## src/rtl/snap_ram_arbiter.sv

```systemverilog
// snap_ram_arbiter
//   Shares the single SDRAM write port between the snapshot loader (port A)
//   and the tape/aux loader (port B). Each port queues single-cycle write
//   pulses in its own FIFO; a round-robin arbiter issues the queued entries
//   to RAM over a level req/ack handshake.
//
// Ports
//   clk_sys_i            system clock, all logic on posedge
//   reset_i              asynchronous active-high reset
//   a_wr_i/a_addr_i/a_data_i, b_wr_i/b_addr_i/b_data_i
//                        per-port write pulse with address and data
//   a_ready_o/b_ready_o  port may issue another write next cycle
//   a_ovf_o/b_ovf_o      sticky flag: a write was dropped while the FIFO was full
//   ram_hold_i           CPU owns RAM, no new request may start
//   ram_we_o             write request, held high until ram_ack_i
//   ram_addr_o/ram_din_o request address/data, stable while ram_we_o is high
//   ram_ack_i            single-cycle completion of the current request
//   idle_o               both FIFOs empty and no request outstanding
//   grant_o              source of the current/last request (0=A, 1=B)
module snap_ram_arbiter #(
    parameter int unsigned DEPTH = 4,
    parameter int unsigned AW    = 25
) (
    input  logic          clk_sys_i,
    input  logic          reset_i,
    input  logic          a_wr_i,
    input  logic [AW-1:0] a_addr_i,
    input  logic [7:0]    a_data_i,
    output logic          a_ready_o,
    output logic          a_ovf_o,
    input  logic          b_wr_i,
    input  logic [AW-1:0] b_addr_i,
    input  logic [7:0]    b_data_i,
    output logic          b_ready_o,
    output logic          b_ovf_o,
    input  logic          ram_hold_i,
    output logic          ram_we_o,
    output logic [AW-1:0] ram_addr_o,
    output logic [7:0]    ram_din_o,
    input  logic          ram_ack_i,
    output logic          idle_o,
    output logic          grant_o
);

    localparam int unsigned PW = $clog2(DEPTH);
    localparam int unsigned CW = $clog2(DEPTH + 1);
    localparam int unsigned EW = AW + 8;

    typedef enum logic {StIdle, StWait} state_e;

    logic [1:0]               wr;
    logic [1:0][EW-1:0]       wentry;
    logic [1:0][EW-1:0]       head;
    logic [1:0]               nonempty;
    logic [1:0]               ready;
    logic [1:0]               ovf;
    logic [1:0]               pop;

    assign wr        = {b_wr_i, a_wr_i};
    assign wentry[0] = {a_data_i, a_addr_i};
    assign wentry[1] = {b_data_i, b_addr_i};

    for (genvar p = 0; p < 2; p++) begin : g_fifo
        logic [EW-1:0] mem_q [DEPTH];
        logic [PW-1:0] wptr_q, rptr_q;
        logic [CW-1:0] count_q;
        logic          ovf_q;
        logic          push;

        // A write against a full FIFO is dropped even if a pop frees a slot
        // in the same cycle; the loader is expected to honour ready.
        assign push        = wr[p] && (count_q < CW'(DEPTH));
        assign head[p]     = mem_q[rptr_q];
        assign nonempty[p] = (count_q != '0);
        assign ready[p]    = (count_q <= CW'(DEPTH - 2));
        assign ovf[p]      = ovf_q;

        always_ff @(posedge clk_sys_i) begin
            if (push) begin
                mem_q[wptr_q] <= wentry[p];
            end
        end

        always_ff @(posedge clk_sys_i or posedge reset_i) begin
            if (reset_i) begin
                wptr_q  <= '0;
                rptr_q  <= '0;
                count_q <= '0;
                ovf_q   <= 1'b0;
            end else begin
                if (push) begin
                    wptr_q <= wptr_q + PW'(1);
                end
                if (pop[p]) begin
                    rptr_q <= rptr_q + PW'(1);
                end
                count_q <= count_q + CW'(push) - CW'(pop[p]);
                if (wr[p] && !push) begin
                    ovf_q <= 1'b1;
                end
            end
        end
    end

    state_e        state_q, state_d;
    logic          we_q, we_d;
    logic [AW-1:0] addr_q, addr_d;
    logic [7:0]    din_q, din_d;
    logic          grant_q, grant_d;
    logic          sel;

    always_comb begin
        state_d = state_q;
        we_d    = we_q;
        addr_d  = addr_q;
        din_d   = din_q;
        grant_d = grant_q;
        pop     = '0;
        sel     = 1'b0;
        case (state_q)
            StIdle: begin
                if (!ram_hold_i && (nonempty != '0)) begin
                    // Round-robin only matters when both ports have work.
                    sel      = (nonempty == 2'b11) ? ~grant_q : nonempty[1];
                    pop[sel] = 1'b1;
                    addr_d   = head[sel][AW-1:0];
                    din_d    = head[sel][EW-1:AW];
                    we_d     = 1'b1;
                    grant_d  = sel;
                    state_d  = StWait;
                end
            end
            StWait: begin
                if (ram_ack_i) begin
                    we_d    = 1'b0;
                    state_d = StIdle;
                end
            end
            default: begin
                we_d    = 1'b0;
                state_d = StIdle;
            end
        endcase
    end

    always_ff @(posedge clk_sys_i or posedge reset_i) begin
        if (reset_i) begin
            state_q <= StIdle;
            we_q    <= 1'b0;
            addr_q  <= '0;
            din_q   <= '0;
            grant_q <= 1'b0;
        end else begin
            state_q <= state_d;
            we_q    <= we_d;
            addr_q  <= addr_d;
            din_q   <= din_d;
            grant_q <= grant_d;
        end
    end

    assign ram_we_o   = we_q;
    assign ram_addr_o = addr_q;
    assign ram_din_o  = din_q;
    assign grant_o    = grant_q;
    assign idle_o     = (state_q == StIdle) && (nonempty == '0);
    assign a_ready_o  = ready[0];
    assign b_ready_o  = ready[1];
    assign a_ovf_o    = ovf[0];
    assign b_ovf_o    = ovf[1];

endmodule

```

## config.mk

```make
export PLATFORM = sky130hd
export DESIGN_NAME = snap_ram_arbiter
export DESIGN_NICKNAME = d
export VERILOG_FILES = /design/src/rtl/snap_ram_arbiter.sv
export SDC_FILE = /design/constraint.sdc
export NUM_CORES = 1
export LEC_CHECK = 0
export BUFFER_PORTS_ARGS = -buffer_cell sky130_fd_sc_hd__buf_2
export CELL_PAD_IN_SITES_DETAIL_PLACEMENT = 0
export CELL_PAD_IN_SITES_GLOBAL_PLACEMENT = 1
export CORE_ASPECT_RATIO = 1.2
export CORE_MARGIN = 2
export CORE_UTILIZATION = 50
export CTS_CLUSTER_DIAMETER = 100
export DETAILED_ROUTE_END_ITERATION = 8
export PLACE_DENSITY_LB_ADDON = 0.12
export RECOVER_POWER = 100
export SYNTH_ARGS = -nofsm -noshare
export SYNTH_HDL_FRONTEND = slang
export SYNTH_SLANG_ARGS = --single-unit
```

## constraint.sdc

```tcl
create_clock -name clk_sys_i -period 4.1 [get_ports clk_sys_i]
set_input_delay 0.205 -clock clk_sys_i [delete_from_list [all_inputs] [get_ports clk_sys_i]]
set_output_delay 0.205 -clock clk_sys_i [all_outputs]
set_load 0.05 [all_outputs]
```

==> summary.txt <==
Status
  – Failing checks: max-capacitance violations, max-slew violations
  – Status: finished with violations

Yosys
  – Syn nets: 646
  – Yosys reg bits: 316
  – Synth warn: 0
  – Count of different cell masters after synthesis: 32
  – Top cell type's share of synthesized area: 65.13%
  – Post-synthesis cell area: 12170 sq um
  – Post-Syn Area per Cell: 21.81 sq um
  – Leading area contributor after synthesis: edfxtp_1
  – Syn Inst Count: 558
  – Sequential area share after synthesis: 75.82%
  – Top post-synthesis cells by area: edfxtp_1 (65%), mux4_2 (11%), dfrtp_1 (11%)

STA
  – RSZ-0062 raised after global routing: false
  – Crit share post-route: 78.16%
  – Final Hold Vio Count: 0
  – Final Setup Violations: 0
  – Slew @ Worst Pin: about 2.1 ns
  – Setup TNS: 0 ns
  – Max_slew headroom: -41.51%
  – Final Critical Period: 3.205 ns
  – Slew Viols, Final: between 150 and 200
  – Fmax: 0.3121 GHz
  – Clock skew: 0.01077 ns

Detailed routing
  – Total routed wirelength: approximately 24000 um
  – Antenna Nets Post-Route: 0
  – Detailed-route wire length per cell: 22.13 um
  – Vias/cell: 5.545
  – DRT Pass-1 Iters: 4
  – Iteration-0 DRC Markers: 363
  – Residual DRC count: 0
  – Via Count: 6105

Power
  – PwrDens: 718.3 nW/um^2
  – Clock share of power: 28.6%
  – Leak pwr: 5.038 nW
  – Seq pwr share: 43.0%
  – P_int: 0.007204 W
  – Logic gate share of total power: 28.3%
  – Switching share of power: approximately a third
  – Peak VDD IR: about 0.35 mV
  – Net Sw Power: 0.003369 W

Global routing
  – Met3 usage: 3.603%
  – First-pass GRT wire length: 38120 um
  – Total gr overflow: 0
  – Initial antenna violation count: 0
  – Vias in the first global route: 6600
  – Grt met1 use: 27.12%
  – Met2 Track Usage GR: roughly a third
  – GRT Overall Usage: 19.65%
  – Pin count of the biggest net entering global routing: 53
  – Top Usage Layer GRT: met2

Min path
  – Hold path cells: 3
  – Worst min-delay path class: in -> reg

Floorplan
  – Starting Density: 50.94%
  – Core area: ~24000 sq um
  – FP Rows: a little over 60
  – Die footprint: 25610 sq um
  – Top-level port count: ~110
  – Die Y: roughly 170 um
  – Horiz. Die Dim: around 150 um

Final layout
  – Diode count: 0
  – Share of cells above drive strength 1: 16.77%
  – Post-route cell area: 14720 sq um
  – P&R area growth vs syn: 20.93%
  – Count of nets after finishing: 844

Clocking
  – Clock latency on the worst-skew pair: 0.50 ns
  – Post-CTS sizing: 0
  – CTS Buffer Depth: 3
  – CTS sink count: 316
  – CTS tree: yes
  – Reg clk slew, reported paths: 0.06 ns
  – Clock root cell: clkbuf_16
  – H-tree depth: 2
  – CTS buffer count: 34

Worst setup path
  – CP max FO: 38
  – Critical Path RT: roughly 4.5 ns
  – R2r worst-path depth: 9
  – Critical path type: reg -> reg
  – Slowest CP cell: clkbuf_1
  – Crit end category: flip-flop
  – Critical Path Most Common Cell: ha_1
  – Cells along the critical path: nor2_2, clkbuf_1, o211a_1, buf_4, ha_1, inv_1, ha_1, fa_1, xor2_1
  – Worst endpoint data arrival time: between 3 and 4 ns
  – Worst setup SP type: flip-flop
  – CP peak stage delay: around 0.89 ns

Place
  – Port Buffer Count: 111
  – Placed Area: 13060 sq um
  – Post-DP HPWL: 15420 um
  – Placer congestion estimate: 0.7661

Job
  – Max Cap Viol: 5
==> logic make-up after synthesis <==
family                   Yosys count  synth area share (%)
XOR/XNOR                           8                0.5757
adder cells (fa/ha/maj)           16                 1.768
multiplexers                      68                 12.53
AO/OA/AOI/OAI                     43                 3.413
flip-flops                       316                 75.82
buffers and inverters             52                 2.426
AND/OR/NAND/NOR                   55                 3.464
==> power by group through the flow <==
| stage | registers [W] | logic, W | clock network, W |
|---|---|---|---|
| after floorplan | 0.00494 | 0.00189 | 0 |
| after global placement | 0.00458 | 0.00300 | 0 |
| after detailed placement | 0.00462 | 0.00306 | 0 |
| after CTS | 0.00456 | 0.00312 | 0.00310 |
| after global routing | 0.00463 | 0.00322 | 0.00323 |
| final | 0.00455 | 0.00299 | 0.00303 |
==> sequential cells by signal, indices dropped and copies added (netlist names) <==
name and cells:
ram_addr_o 25, state_q 1, ram_we_o 1, g_fifo.count_q 6, g_fifo.rptr_q 4, g_fifo.wptr_q 4, ram_din_o 8, g_fifo.mem_q 264
b_ovf_o 1, a_ovf_o 1, grant_o 1
==> metal layers <==
layer  routed length [um]  vias to the layer above
met5                    0                        -
met4                  405                        0
met3                 1040                       27
met2                12320                      144
met1                10600                     3200
li1                     -                     2734
==> worst max-delay path: cells and delay by family (launching register included) <==
family,cells,cell delay (ns)
AND/OR/NAND/NOR,1,0.11
flip-flops,1,0.42
adder cells (fa/ha/maj),3,0.78
AO/OA/AOI/OAI,1,0.28
XOR/XNOR,1,0.18
buffers and inverters,3,1.32
==> timing repair <==
action | 4_1_cts | 5_1_grt
hold endpoints to repair | 320 | 0
setup buffers | 0 | 0
hold buffers | 70 | 0
==> final timing paths <==
path | startpoint | end | slack [ns]
max | state_q | g_fifo[0].count_q[2] | 0.90
min | ram_ack_i | state_q | 0.43
max reg2reg | state_q | g_fifo[0].count_q[2] | 0.90
min reg2reg | b_ovf_o | b_ovf_o | 0.46
max in group asynchronous | reset_i | g_fifo[1].rptr_q[0] | 3.12
min in group asynchronous | reset_i | ram_addr_o[18] | 0.45
==> cell usage after synthesis <==
master and instances:
a21o_1 3, a221o_1 33, and2_1 8, and3_1 1
and4_1 30, and4_4 3, buf_12 3, buf_2 11
buf_6 5, clkbuf_1 17, dfrtp_1 52, edfxtp_1 264
fa_1 2, ha_1 14, inv_1 16, mux2i_1 2
mux4_1 5, mux4_2 61, nand2_1 5, nand4_1 1
nor2_1 1, nor2b_1 2, nor3_1 2, o2111ai_1 1
o211a_1 1, o21ai_0 3, o21ai_4 1, o31ai_2 1
or3_1 1, or3_4 1, xnor2_1 5, xor2_1 3
==> metrics by stage <==
step                      setup WS (ns)  std cells  power [W]  hold WS (ns)  util [%]
after CTS                         1.265       1101    0.01078        0.2702     62.31
after global placement            1.387        970   0.007580        0.4042     54.66
after global routing             0.6538       1101    0.01107        0.4381     61.60
after floorplan                   1.699        558   0.006831        0.3014         -
after detailed placement          1.267        970   0.007683        0.4103     54.66
final                            0.8955       1101    0.01057        0.4308     61.60
==> final cells by class <==
type / instances / area, sq um
well taps: 320 / 400.4
clock buffers: 50 / 994.7
inverters: 16 / 60.06
multi-input cells: 190 / 2651
fillers: 1789 / 9174
clock inverters: 11 / 132.6
repair buffers: 198 / 1250
flip-flops and latches: 316 / 9230
==> placed cells by master (no fill, tap or decap), drive strengths merged <==
cell type	n
a21o	3
a221o	33
and2	8
and3	1
and4	33
buf	14
bufinv	3
clkbuf	164
clkinv	8
clkinvlp	1
dfrtp	52
dlygate4sd3	70
edfxtp	264
fa	2
ha	14
inv	15
mux2i	2
mux4	66
nand2	5
nand4	1
nor2	1
nor2b	2
nor3	2
o2111ai	1
o211a	1
o21ai	4
o31ai	1
or3	2
xnor2	5
xor2	3
No activity file was read; power rests on OpenSTA's default activity.
